**src/rtl/lz4_pkg.sv**
```systemverilog
// Shared types and constants for the LZ4 block feeder.
package lz4_pkg;

    typedef enum logic [1:0] {
        HDR,
        PAY,
        ERR
    } lz4_state_e;

    localparam int unsigned LZ4_RAW_FLAG_BIT = 31;
    localparam logic [31:0] LZ4_ENDMARK      = 32'h0;
    localparam int unsigned LZ4_MAX_BLOCK    = 4194304;

endpackage

```
**src/rtl/lz4_word_unpacker.sv**
```systemverilog
// Holds one input word and hands it out a byte at a time, byte 0 first.
module lz4_word_unpacker #(
    parameter int unsigned word_size = 8,
    parameter int unsigned in_width  = 32,
    localparam int unsigned BYTES    = in_width / word_size,
    localparam int unsigned CNT_W    = $clog2(BYTES + 1)
) (
    input  logic                 clk,
    input  logic                 reset,
    input  logic                 load,
    input  logic [CNT_W-1:0]     load_cnt,
    input  logic [in_width-1:0]  load_word,
    input  logic                 advance,
    output logic [word_size-1:0] byte_out,
    output logic                 empty,
    output logic                 last
);

    logic [in_width-1:0] buf_q, buf_d;
    logic [CNT_W-1:0]    cnt_q, cnt_d;

    // A load always wins: the top only loads when the buffer is empty or
    // its last byte leaves on the same edge.
    always_comb begin
        buf_d = buf_q;
        cnt_d = cnt_q;
        if (load) begin
            buf_d = load_word;
            cnt_d = load_cnt;
        end else if (advance && cnt_q != '0) begin
            buf_d = buf_q >> word_size;
            cnt_d = cnt_q - CNT_W'(1);
        end
    end

    always_ff @(posedge clk) begin
        if (reset) begin
            buf_q <= '0;
            cnt_q <= '0;
        end else begin
            buf_q <= buf_d;
            cnt_q <= cnt_d;
        end
    end

    assign byte_out = buf_q[word_size-1:0];
    assign empty    = (cnt_q == '0);
    assign last     = (cnt_q == CNT_W'(1));

endmodule

```
**src/rtl/lz4_block_feeder.sv**
```systemverilog
// Strips LZ4 block headers and serialises payload words into one byte per
// cycle for the decompressor, tracking raw, oversize and end-mark headers.
module lz4_block_feeder
    import lz4_pkg::*;
#(
    parameter int unsigned word_size       = 8,
    parameter int unsigned in_width        = 32,
    parameter int unsigned max_block_bytes = LZ4_MAX_BLOCK,
    parameter int unsigned cnt_width       = 23
) (
    input  logic                 clk,
    input  logic                 reset,
    input  logic [in_width-1:0]  in_word,
    input  logic                 in_valid,
    output logic                 in_ready,
    input  logic                 dec_ready,
    output logic [word_size-1:0] compressed_word,
    output logic                 write,
    output logic                 raw_block,
    output logic                 block_start,
    output logic                 block_done,
    output logic                 frame_end,
    output logic                 error
);

    localparam int unsigned BYTES  = in_width / word_size;
    localparam int unsigned CNT_W  = $clog2(BYTES + 1);
    localparam int unsigned SIZE_W = LZ4_RAW_FLAG_BIT;

    lz4_state_e             state_q, state_d;
    logic [cnt_width-1:0]   rem_q, rem_d, rem_dec;
    logic                   ready_en_q, ready_en_d;
    logic [word_size-1:0]   cw_q, cw_d;
    logic                   write_q, write_d;
    logic                   raw_q, raw_d;
    logic                   start_q, start_d;
    logic                   done_q, done_d;
    logic                   fe_q, fe_d;
    logic                   err_q, err_d;

    logic                   load, advance, buf_empty, buf_last, in_ready_c, take;
    logic [CNT_W-1:0]       load_cnt;
    logic [word_size-1:0]   byte_out;
    logic [SIZE_W-1:0]      hdr_size;

    lz4_word_unpacker #(
        .word_size (word_size),
        .in_width  (in_width)
    ) u_unpacker (
        .clk       (clk),
        .reset     (reset),
        .load      (load),
        .load_cnt  (load_cnt),
        .load_word (in_word),
        .advance   (advance),
        .byte_out  (byte_out),
        .empty     (buf_empty),
        .last      (buf_last)
    );

    assign hdr_size = in_word[SIZE_W-1:0];

    // Accept a new word only if the block still has bytes beyond the buffer.
    always_comb begin
        in_ready_c = 1'b0;
        case (state_q)
            HDR:     in_ready_c = ready_en_q;
            PAY:     in_ready_c = (buf_empty && rem_q != '0) ||
                                  (buf_last && dec_ready && rem_q > cnt_width'(1));
            default: in_ready_c = 1'b0;
        endcase
    end

    assign take     = in_valid && in_ready_c;
    assign in_ready = in_ready_c;

    always_comb begin
        state_d    = state_q;
        rem_d      = rem_q;
        rem_dec    = rem_q;
        ready_en_d = 1'b1;
        cw_d       = cw_q;
        write_d    = 1'b0;
        raw_d      = raw_q;
        start_d    = 1'b0;
        done_d     = 1'b0;
        fe_d       = 1'b0;
        err_d      = err_q;
        load       = 1'b0;
        advance    = 1'b0;
        load_cnt   = '0;
        case (state_q)
            HDR: begin
                raw_d = 1'b0;
                if (take) begin
                    if (in_word == LZ4_ENDMARK) begin
                        fe_d = 1'b1;
                    end else if (hdr_size > SIZE_W'(max_block_bytes)) begin
                        err_d   = 1'b1;
                        state_d = ERR;
                    end else begin
                        rem_d   = cnt_width'(hdr_size);
                        raw_d   = in_word[LZ4_RAW_FLAG_BIT];
                        start_d = 1'b1;
                        state_d = PAY;
                    end
                end
            end
            PAY: begin
                advance = dec_ready && !buf_empty;
                if (advance) begin
                    rem_dec = rem_q - cnt_width'(1);
                    write_d = 1'b1;
                    cw_d    = byte_out;
                end
                rem_d    = rem_dec;
                load     = take;
                load_cnt = (rem_dec >= cnt_width'(BYTES)) ? CNT_W'(BYTES) : CNT_W'(rem_dec);
                // Also covers the empty raw block, which arrives here with rem_q == 0.
                if (rem_dec == '0) begin
                    done_d  = 1'b1;
                    state_d = HDR;
                end
            end
            default: ;
        endcase
    end

    always_ff @(posedge clk) begin
        if (reset) begin
            state_q    <= HDR;
            rem_q      <= '0;
            ready_en_q <= 1'b0;
            cw_q       <= '0;
            write_q    <= 1'b0;
            raw_q      <= 1'b0;
            start_q    <= 1'b0;
            done_q     <= 1'b0;
            fe_q       <= 1'b0;
            err_q      <= 1'b0;
        end else begin
            state_q    <= state_d;
            rem_q      <= rem_d;
            ready_en_q <= ready_en_d;
            cw_q       <= cw_d;
            write_q    <= write_d;
            raw_q      <= raw_d;
            start_q    <= start_d;
            done_q     <= done_d;
            fe_q       <= fe_d;
            err_q      <= err_d;
        end
    end

    assign compressed_word = cw_q;
    assign write           = write_q;
    assign raw_block       = raw_q;
    assign block_start     = start_q;
    assign block_done      = done_q;
    assign frame_end       = fe_q;
    assign error           = err_q;

endmodule

```
**config.mk**
```make
export PLATFORM = sky130hd
export DESIGN_NAME = lz4_block_feeder
export DESIGN_NICKNAME = d
export VERILOG_FILES = /design/src/rtl/lz4_pkg.sv /design/src/rtl/lz4_word_unpacker.sv /design/src/rtl/lz4_block_feeder.sv
export SDC_FILE = /design/constraint.sdc
export NUM_CORES = 1
export LEC_CHECK = 0
export ABC_AREA = 1
export CAP_MARGIN = 10
export CORE_MARGIN = 5
export CORE_UTILIZATION = 45
export CTS_CLUSTER_DIAMETER = 50
export DETAILED_ROUTE_END_ITERATION = 10
export PLACE_DENSITY = 0.66
export SKIP_LAST_GASP = 1
export SLEW_MARGIN = 25
export SYNTH_ARGS = -nofsm -noshare
export SYNTH_HDL_FRONTEND = slang
export SYNTH_SLANG_ARGS = --single-unit
export TNS_END_PERCENT = 50
```
**constraint.sdc**
```tcl
create_clock -name clk -period 2.1 [get_ports clk]
set_input_delay 0.42 -clock clk [delete_from_list [all_inputs] [get_ports clk]]
set_output_delay 0.42 -clock clk [all_outputs]
set_load 0.03 [all_outputs]
```
==> flow_summary.yaml, run 1 <==
placement:
  dp_hpwl_mm: 10.34
  pre_cts_ws_ns: -0.5121
  port_buffers: 50
  routabilityCongestion: 0.9154
  place_area_um2: 5733
  dp_cells: 955
finish:
  nNetsFinal: 897
  fin_cells: 993
  drive_gt1_share_pct: 30.23
  final_area_um2: 6586
  regArea_um2: 1551
  antenna_cells: 0
  finish.utilization_pct: 67.07
  multi_input_area_um2: 3043
  nFillCells: 920
  area_growth_pct: 44.54
floorplanning:
  die-area_um2: 12240
  fp.coreArea_um2: 9819
  die_w_um: 110.6
  ios: 51
  num_rows: 36
  initial_core_util_pct: 46.41
  die_y_um: 110.6
yosys:
  synth_area_um2: 4557
  synth_edf_count: 0
  yosysTopAreaCellShare_pct: 32.95
  yosys_warnings: 0
  synth_top_flop_cell: "dfxtp_1"
  ys_async_sr_fraction_pct: 0
  synthTopCellsByCount: "nand2_1 (168), nor2_1 (142), dfxtp_1 (75)"
  postSynthAreaPerCell_um2: 6.320
  syn_inst: 721
  yosysTopAreaCell: "dfxtp_1"
  synth_cell_type_count: 37
  synth-seq-cells: 75
  syn-num-nets: 763
  synth_most_common_cell: "nand2_1"
  yosys-top-cells-area: "dfxtp_1 (33%), nand2_1 (14%), nor2_1 (12%)"
  synth_seq_area_share_pct: 32.95
routing:
  drt_iter0_drc: 377
  drc: 0
  ant_nets: 0
  wl_per_cell_um: 14.88
  dr_wl_met3_um: 971
  met2_length_mm: 6.829
  vias: 5198
  m1WireLength_mm: 6.614
  drt_pass1_iterations: 7
  highest-signal-layer: "met4"
  drt-total-wl_mm: 14.77
  routed_via_density: 5.235
setup_path:
  reg2reg_slack_ns: 0.006
  worst-setup-path-type: "reg -> reg"
  required_ns: 2.35
  worst_setup_path_end_kind: "flip-flop"
  path_max_fanout: 8
  cp_data_arrival_time_ns: 2.35
  worst_setup_path_start_kind: "flip-flop"
sta:
  maxSlewHeadroom_pct: 70.94
  rsz0062_at_grt: "yes"
  fin_crit_ns: 2.094
  skew_ns: 0.01279
  finalCritPeriodShare_pct: 99.71
  fin_hold_ws_ns: 0.4534
  layout_setup_ws_ns: 0.006006
  max_freq_ghz: 0.4776
  setup_viol: 0
  finalMaxSlewViolations: 0
  tightest_slew_ns: 0.4360
  fin_tns_setup_ns: 0
  finalHoldViolCount: 0
hold_path:
  min_path_type: "reg -> reg"
power_and_ir_drop:
  power_density_nw_per_um2: 438.9
  vdd_drop_max_mv: 0.3388
  leakagePower_nw: 2.938
  p_total_mw: 2.891
status:
  status: "completed"
run:
  cap_violations: 0
global_route:
  grt.overflow.total: 0
  grt_pass1_vias: 4854
  grt_max_degree: 40
  antenna_found_initial: 0
  grt_pass1_wl_mm: 23.32
  global_route.usage.total_pct: 22.87
cts:
  clock_path_buffers: 2
  clock_latency_ns: 0.36
  cts_tree: "done"
  hold_buffers: 0
  cts_root_buf: "clkbuf_8"
  htreeDepth: 3
  cts_buffers: 9
  cts_sinks: 75
  clk_pin_slew_worst_paths_ns: 0.09
## worst max-delay path, cell delays in order, from the launching register on
cell and delay [ns]:
dfxtp_2 0.36, inv_2 0.05, ha_4 0.16, nand2_4 0.09
nand3_4 0.08, nor2_4 0.28, buf_6 0.15, nand3_2 0.05
nand2_2 0.08, nand3_2 0.09, nor2_2 0.11, nand2_1 0.06
nor2_2 0.16, nand3_2 0.09, nand2_1 0.08, a21oi_1 0.08
## final timing paths
| path | end | from | cells past startpoint |
|---|---|---|---|
| max | u_unpacker.cnt_q[2]$_SDFFE_PP0P_ | u_unpacker.cnt_q[0]$_SDFFE_PP0P_ | 15 |
| min | compressed_word[5]$_SDFFE_PP0P_ | u_unpacker.buf_q[5]$_SDFFE_PP0P_ | 2 |
| max reg2reg | u_unpacker.cnt_q[2]$_SDFFE_PP0P_ | u_unpacker.cnt_q[0]$_SDFFE_PP0P_ | 15 |
| min reg2reg | compressed_word[5]$_SDFFE_PP0P_ | u_unpacker.buf_q[5]$_SDFFE_PP0P_ | 2 |
## cell type report
| class | count | area share, % |
|---|---|---|
| Timing Repair Buffer | 155 | 20.80 |
| Clock inverter | 5 | 0.9498 |
| Multi-Input combinational cell | 549 | 46.20 |
| Inverter | 65 | 3.818 |
| Clock buffer | 11 | 2.147 |
| Sequential cell | 75 | 23.56 |
| Tap cell | 133 | 2.527 |
## logic make-up after synthesis
group / Yosys count / synth area share (%)
AOI/OAI and AO/OA: 94 / 11.26
adders and majority gates: 6 / 1.647
buffers and inverters: 97 / 9.225
DFF: 75 / 32.95
xor gates and xnor gates: 9 / 1.730
and+or+nand+nor: 440 / 43.19
## state kept, by name, summed over array words and instances, names as in the netlist
name,cells
compressed_word,8
frame_end,1
u_unpacker.buf_q,32
raw_block,1
block_start,1
block_done,1
u_unpacker.cnt_q,3
ready_en_q,1
state_q,2
write,1
error,1
rem_q,23
## what timing repair did
action | CTS | global route
endpoints found under the setup margin | 28 | 63
pin swaps | 28 | 29
setup buffers | 16 | 7
gates resized for setup | 58 | 81
## cell usage in the layout (no fill, tap or decap), drive strengths merged, types with 3 or more instances in the layout
cell and n:
clkdlybuf4s50 48, nand3 83, inv 64, o21ai 56, dfxtp 75, clkinv 3
ha 6, clkbuf 11, nor2 154, nor3 8, nand2 174, buf 106
nand3b 6, nor4 3, xor2 7, a21oi 36, nand4 10
## power breakdown
part	leakage [nW]	internal, mW	total [mW]	switching (mW)
sequential	0.619	1.41	1.42	0.00487
combinational	2.22	0.150	0.291	0.141
clock	0.0957	0.586	1.18	0.594
total	2.94	2.15	2.89	0.740
## routing by layer
layer	vias to the layer above	GRT usage, %
met4	0	6.404
li1	2571	-
met5	-	0
met1	2388	30.26
met2	201	37.78
met3	38	4.595
(Power assumes the default switching activity.)
==> run 2, diff against run 1 <==
--- a/config.mk
+++ b/config.mk
@@ -12,6 +12,7 @@
 export CTS_CLUSTER_DIAMETER = 50
 export DETAILED_ROUTE_END_ITERATION = 10
 export PLACE_DENSITY = 0.66
+export SETUP_SLACK_MARGIN = 0.02
 export SKIP_LAST_GASP = 1
 export SLEW_MARGIN = 25
 export SYNTH_ARGS = -nofsm -noshare
==> flow_summary.yaml, run 2 (same netlist as run 1, synthesis figures left out) <==
status:
  status: "finished, violations left"
  violations: "negative setup slack"
finish:
  antenna_cells: 0
  largest_reg_flops: 32
  drive_gt1_share_pct: 31.06
  nNetsFinal: 903
  area_growth_pct: 46.98
  final_cell_mix: "nand2_1 (156), nor2_1 (115), buf_4 (95), nand3_1 (61), inv_1 (52)"
  top_register: "u_unpacker.buf_q"
  final_common_cell: "nand2_1"
routing:
  ant_nets: 0
  drt_pass1_iterations: 5
  wl_per_cell_um: 14.94
  drt-total-wl_mm: 14.93
  drt_iter0_drc: 370
  vias: 5190
  drc: 0
  routed_via_density: 5.195
hold_path:
  min_path_type: "reg -> reg"
sta:
  fin_hold_ws_ns: 0.4540
  max_freq_ghz: 0.4720
  finalMaxSlewViolations: 0
  skew_ns: 0.01018
  layout_setup_ws_ns: -0.01878
  finalHoldViolCount: 0
  tightest_slew_ns: 0.4353
  fin_tns_setup_ns: -0.02469
  fin_crit_ns: 2.119
  maxSlewHeadroom_pct: 70.98
  rsz0062_at_grt: "yes"
  setup_viol: 2
  finalCritPeriodShare_pct: 100.9
power_and_ir_drop:
  leakagePower_nw: 3.044
  power_density_nw_per_um2: 431.0
  vdd_drop_max_mv: 0.3376
  p_total_mw: 2.887
global_route:
  grt.overflow.total: 0
  antenna_found_initial: 0
  grt_max_degree: 40
  grt_pass1_vias: 4862
  global_route.usage.total_pct: 22.90
  grt_pass1_wl_mm: 23.33
setup_path:
  slowest_delay_ns: 0.38
  worstSetupPathDepth: 14
  crit_end: "u_unpacker.cnt_q[1]$_SDFFE_PP0P_"
  path_delay_family: "simple AND/OR/NAND/NOR gates"
  worstReg2RegStart: "rem_q[1]$_SDFFE_PP0P_"
  worst_setup_path_start_kind: "flip-flop"
  cp_data_arrival_time_ns: 2.43
  timing.rr.end: "u_unpacker.cnt_q[1]$_SDFFE_PP0P_"
  required_ns: 2.41
  critPathBufInv: 4
  startpoint: "rem_q[1]$_SDFFE_PP0P_"
  crit_chain: "inv_4 -> ha_4 -> nand3_4 -> nor2_4 -> buf_6 -> nand2_2 -> nand2_1 -> nand2_1 -> inv_1 -> nand4_1 -> buf_4 -> nor2_4 -> nand4_1 -> a21oi_2"
  reg2reg_depth: 14
  reg2reg_slack_ns: -0.02
  path_max_fanout: 7
  worst-setup-path-type: "reg -> reg"
  worst_setup_path_end_kind: "flip-flop"
  slowest_stage: "dfxtp_4"
floorplanning:
  fp.coreArea_um2: 9819
  num_rows: 36
  die_w_um: 110.6
  ios: 51
  initial_core_util_pct: 46.41
  die-area_um2: 12240
  die_y_um: 110.6
cts:
  clock_path_buffers: 2
  hold_buffers: 0
  clk_pin_slew_worst_paths_ns: 0.09
  cts_tree: "done"
  clock_latency_ns: 0.37
  cts_root_buf: "clkbuf_8"
  cts_buffers: 9
  cts_sinks: 75
  htreeDepth: 3
placement:
  port_buffers: 50
  dp_hpwl_mm: 10.34
  routabilityCongestion: 0.9154
run:
  cap_violations: 0
==> run 2: changes by cell type in the layout (fill, tap and decap cells not counted), sizes merged <==
cell	previous run	this run
dlygate4sd2	0	1
clkdlybuf4s50	48	41
clkbuf	11	12
dlymetal6s2s	1	7
buf	106	111
==> run 2: worst min path at each step <==
stage,slack (ns),from,end,cells past startpoint
2_1_floorplan,0.43,u_unpacker.buf_q[6]$_SDFFE_PP0P_,compressed_word[6]$_SDFFE_PP0P_,2
3_3_place_gp,0.44,u_unpacker.buf_q[4]$_SDFFE_PP0P_,compressed_word[4]$_SDFFE_PP0P_,2
3_5_place_dp,0.45,u_unpacker.buf_q[5]$_SDFFE_PP0P_,compressed_word[5]$_SDFFE_PP0P_,2
4_1_cts,0.46,u_unpacker.buf_q[5]$_SDFFE_PP0P_,compressed_word[5]$_SDFFE_PP0P_,2
5_1_grt,0.48,u_unpacker.buf_q[4]$_SDFFE_PP0P_,compressed_word[4]$_SDFFE_PP0P_,2
6_report,0.45,u_unpacker.buf_q[5]$_SDFFE_PP0P_,compressed_word[5]$_SDFFE_PP0P_,2
==> run 2: what timing repair did <==
item | 4_1_cts | 5_1_grt
gates cloned | 0 | 2
resized for setup | 63 | 111
buffers inserted | 18 | 9
setup endpoints to repair | 29 | 63
pin swaps | 31 | 34
==> run 2: final cells by class <==
cell class	count	area (µm²)
clock inverters	5	62.56
repair buffers	161	1471
multi-input cells	549	3048
inverters	65	256.5
flip-flops and latches	75	1551
well taps	133	166.4
clock buffers	11	141.4
fillers	900	3122
==> run 2: power breakdown <==
group	total, mW	switching, mW	internal, mW
clock	1.17	0.589	0.586
sequential	1.42	0.00520	1.41
combinational	0.292	0.142	0.150
total	2.89	0.737	2.15
==> run 2: worst min-delay path, cell delays in order (launching register included) <==
cell and delay, ns:
dfxtp_1 0.30, inv_1 0.06, a21oi_1 0.05
==> run 2: per-stage QoR <==
stage	setup WS, ns	instance area [µm²]	instances	utilization (%)
floorplan	0.2539	4557	721	-
global placement	-0.4724	5733	955	58.38
CTS	0.001396	6241	988	63.56
finish	-0.01878	6698	999	68.21
detailed placement	-0.5121	5733	955	58.38
global route	-0.09557	6698	999	68.21
==> run 2: layer usage <==
layer	track usage [%]	routed length (µm)
met4	6.240	374
met5	0	0
met1	30.29	6691
met2	37.99	6957
met3	4.540	902
==> run 3, diff against run 2 <==
--- a/config.mk
+++ b/config.mk
@@ -11,6 +11,7 @@
 export CORE_UTILIZATION = 45
 export CTS_CLUSTER_DIAMETER = 50
 export DETAILED_ROUTE_END_ITERATION = 10
+export HOLD_SLACK_MARGIN = 0.08
 export PLACE_DENSITY = 0.66
 export SETUP_SLACK_MARGIN = 0.02
 export SKIP_LAST_GASP = 1
==> constraint.sdc (replaced) <==
create_clock -name clk -period 2.15 [get_ports clk]
set_input_delay 0.43 -clock clk [delete_from_list [all_inputs] [get_ports clk]]
set_output_delay 0.43 -clock clk [all_outputs]
set_load 0.03 [all_outputs]
==> flow_summary.yaml, run 3 (same netlist as run 1, synthesis figures left out) <==
sta:
  maxSlewHeadroom_pct: 70.89
  max_freq_ghz: 0.4552
  layout_setup_ws_ns: -0.04682
  fin_hold_ws_ns: 0.4487
  tightest_slew_ns: 0.4366
  skew_ns: 0.01446
  finalCritPeriodShare_pct: 102.2
  finalHoldViolCount: 0
  finalMaxSlewViolations: 0
  rsz0062_at_grt: "yes"
  fin_crit_ns: 2.197
  setup_viol: 1
global_route:
  antenna_found_initial: 0
  global_route.usage.total_pct: 22.76
  grt.overflow.total: 0
  grt_pass1_vias: 4860
  grt_max_degree: 39
  grt_pass1_wl_mm: 23.07
floorplanning:
  die_y_um: 110.6
  initial_core_util_pct: 46.41
  fp.coreArea_um2: 9819
  ios: 51
  die-area_um2: 12240
  num_rows: 36
  die_w_um: 110.6
cts:
  cts_root_buf: "clkbuf_8"
  clk_pin_slew_worst_paths_ns: 0.10
  cts_buffers: 9
  htreeDepth: 3
  cts_sinks: 75
  clock_latency_ns: 0.38
  clock_path_buffers: 2
  cts_tree: "done"
hold_path:
  whs_path_depth: 2
  min_path_type: "reg -> reg"
placement:
  routabilityCongestion: 0.9909
  dp_hpwl_mm: 10.06
  pre_cts_ws_ns: -0.4536
  port_buffers: 50
status:
  status: "finished, violations left"
  violations: "negative setup slack"
setup_path:
  worst_setup_path_start_kind: "flip-flop"
  path_max_fanout: 3
  cp_data_arrival_time_ns: 1.77
  reg2reg_depth: 15
  required_ns: 1.72
  worst_setup_path_end_kind: "output pin"
  worst-setup-path-type: "reg -> out"
routing:
  vias: 5179
  drt_iter0_drc: 425
  drt-total-wl_mm: 14.67
  drc: 0
  routed_via_density: 5.179
  ant_nets: 0
  drt_pass1_iterations: 6
  wl_per_cell_um: 14.67
power_and_ir_drop:
  p_total_mw: 2.722
  vdd_drop_max_mv: 0.2776
  power_density_nw_per_um2: 414.8
  leakagePower_nw: 2.956
finish:
  antenna_cells: 0
  final_common_cell: "nand2_1"
  final_cell_mix: "nand2_1 (157), nor2_1 (118), buf_4 (104), nand3_1 (65), inv_1 (52)"
  area_growth_pct: 44.01
  top_register: "u_unpacker.buf_q"
  nNetsFinal: 904
  largest_reg_flops: 32
  drive_gt1_share_pct: 29.87
run:
  cap_violations: 0
-- run 3: changes by cell type in the layout (fill, tap and decap cells not counted), moves of 4 or more --
cell / before / now
buf_4: 95 / 104
buf_6: 9 / 5
clkdlybuf4s50_1: 41 / 48
dfxtp_2: 16 / 11
dfxtp_4: 8 / 13
dlymetal6s2s_1: 7 / 1
nand3_1: 61 / 65
nand3_2: 20 / 14
nor2_2: 17 / 13
o21ai_0: 34 / 51
o21ai_1: 17 / 2
-- run 3: final timing paths --
check                                   start                               end  slack (ns)
max                    rem_q[15]$_SDFFE_PP0P_                          in_ready       -0.05
min          u_unpacker.buf_q[4]$_SDFFE_PP0P_   compressed_word[4]$_SDFFE_PP0P_        0.45
max reg2reg            rem_q[15]$_SDFFE_PP0P_  u_unpacker.buf_q[3]$_SDFFE_PP0P_        0.03
min reg2reg  u_unpacker.buf_q[4]$_SDFFE_PP0P_   compressed_word[4]$_SDFFE_PP0P_        0.45
-- run 3: metal layers --
metal | GRT usage (%) | share of wire [%] | up-vias | wire length (µm)
li1 | - | - | 2588 | -
met1 | 29.90 | 45 | 2369 | 6551
met2 | 35.92 | 46 | 193 | 6760
met3 | 4.923 | 6.2 | 29 | 910
met4 | 9.770 | 3.1 | 0 | 450
met5 | 0 | 0 | - | 0
-- run 3: where the power goes --
group          internal [mW]  leakage (nW)  switching [mW]
Combinational          0.145          2.25           0.137
Sequential              1.38         0.621         0.00437
Clock                  0.437        0.0886           0.623
-- run 3: stage by stage --
stage	instances	util, %	area (µm²)	setup TNS, ns
2_1_floorplan	721	-	4557	0
3_3_place_gp	950	57.87	5683	-12.55
3_5_place_dp	950	57.87	5683	-14.27
4_1_cts	984	62.96	6182	-0.07277
5_1_grt	1000	66.83	6563	-1.698
6_report	1000	66.83	6563	-0.04682
-- run 3: area by class of cell --
cell class,count,area [µm²]
timing repair buffer,162,1410
tap,133,166.4
multi-input combinational,549,2994
inverter,65,246.5
fill,910,3257
sequential,75,1564
clock inverter,7,57.56
clock buffer,9,123.9
-- run 3: what timing repair did --
item,4_1_cts,5_1_grt
pin swaps,16,32
endpoints found under the setup margin,26,39
buffers inserted,19,18
hold buffers,0,0
resized for setup,69,65
-- run 3: worst max-delay path, stage by stage, from the launching register on --
cell	delay, ns
dfxtp_4	0.37
buf_4	0.14
nor2_4	0.12
nand2_2	0.08
nor2_4	0.13
nand2_2	0.06
o21ai_2	0.12
nand2_2	0.09
nand2_2	0.09
o21ai_4	0.07
buf_6	0.14
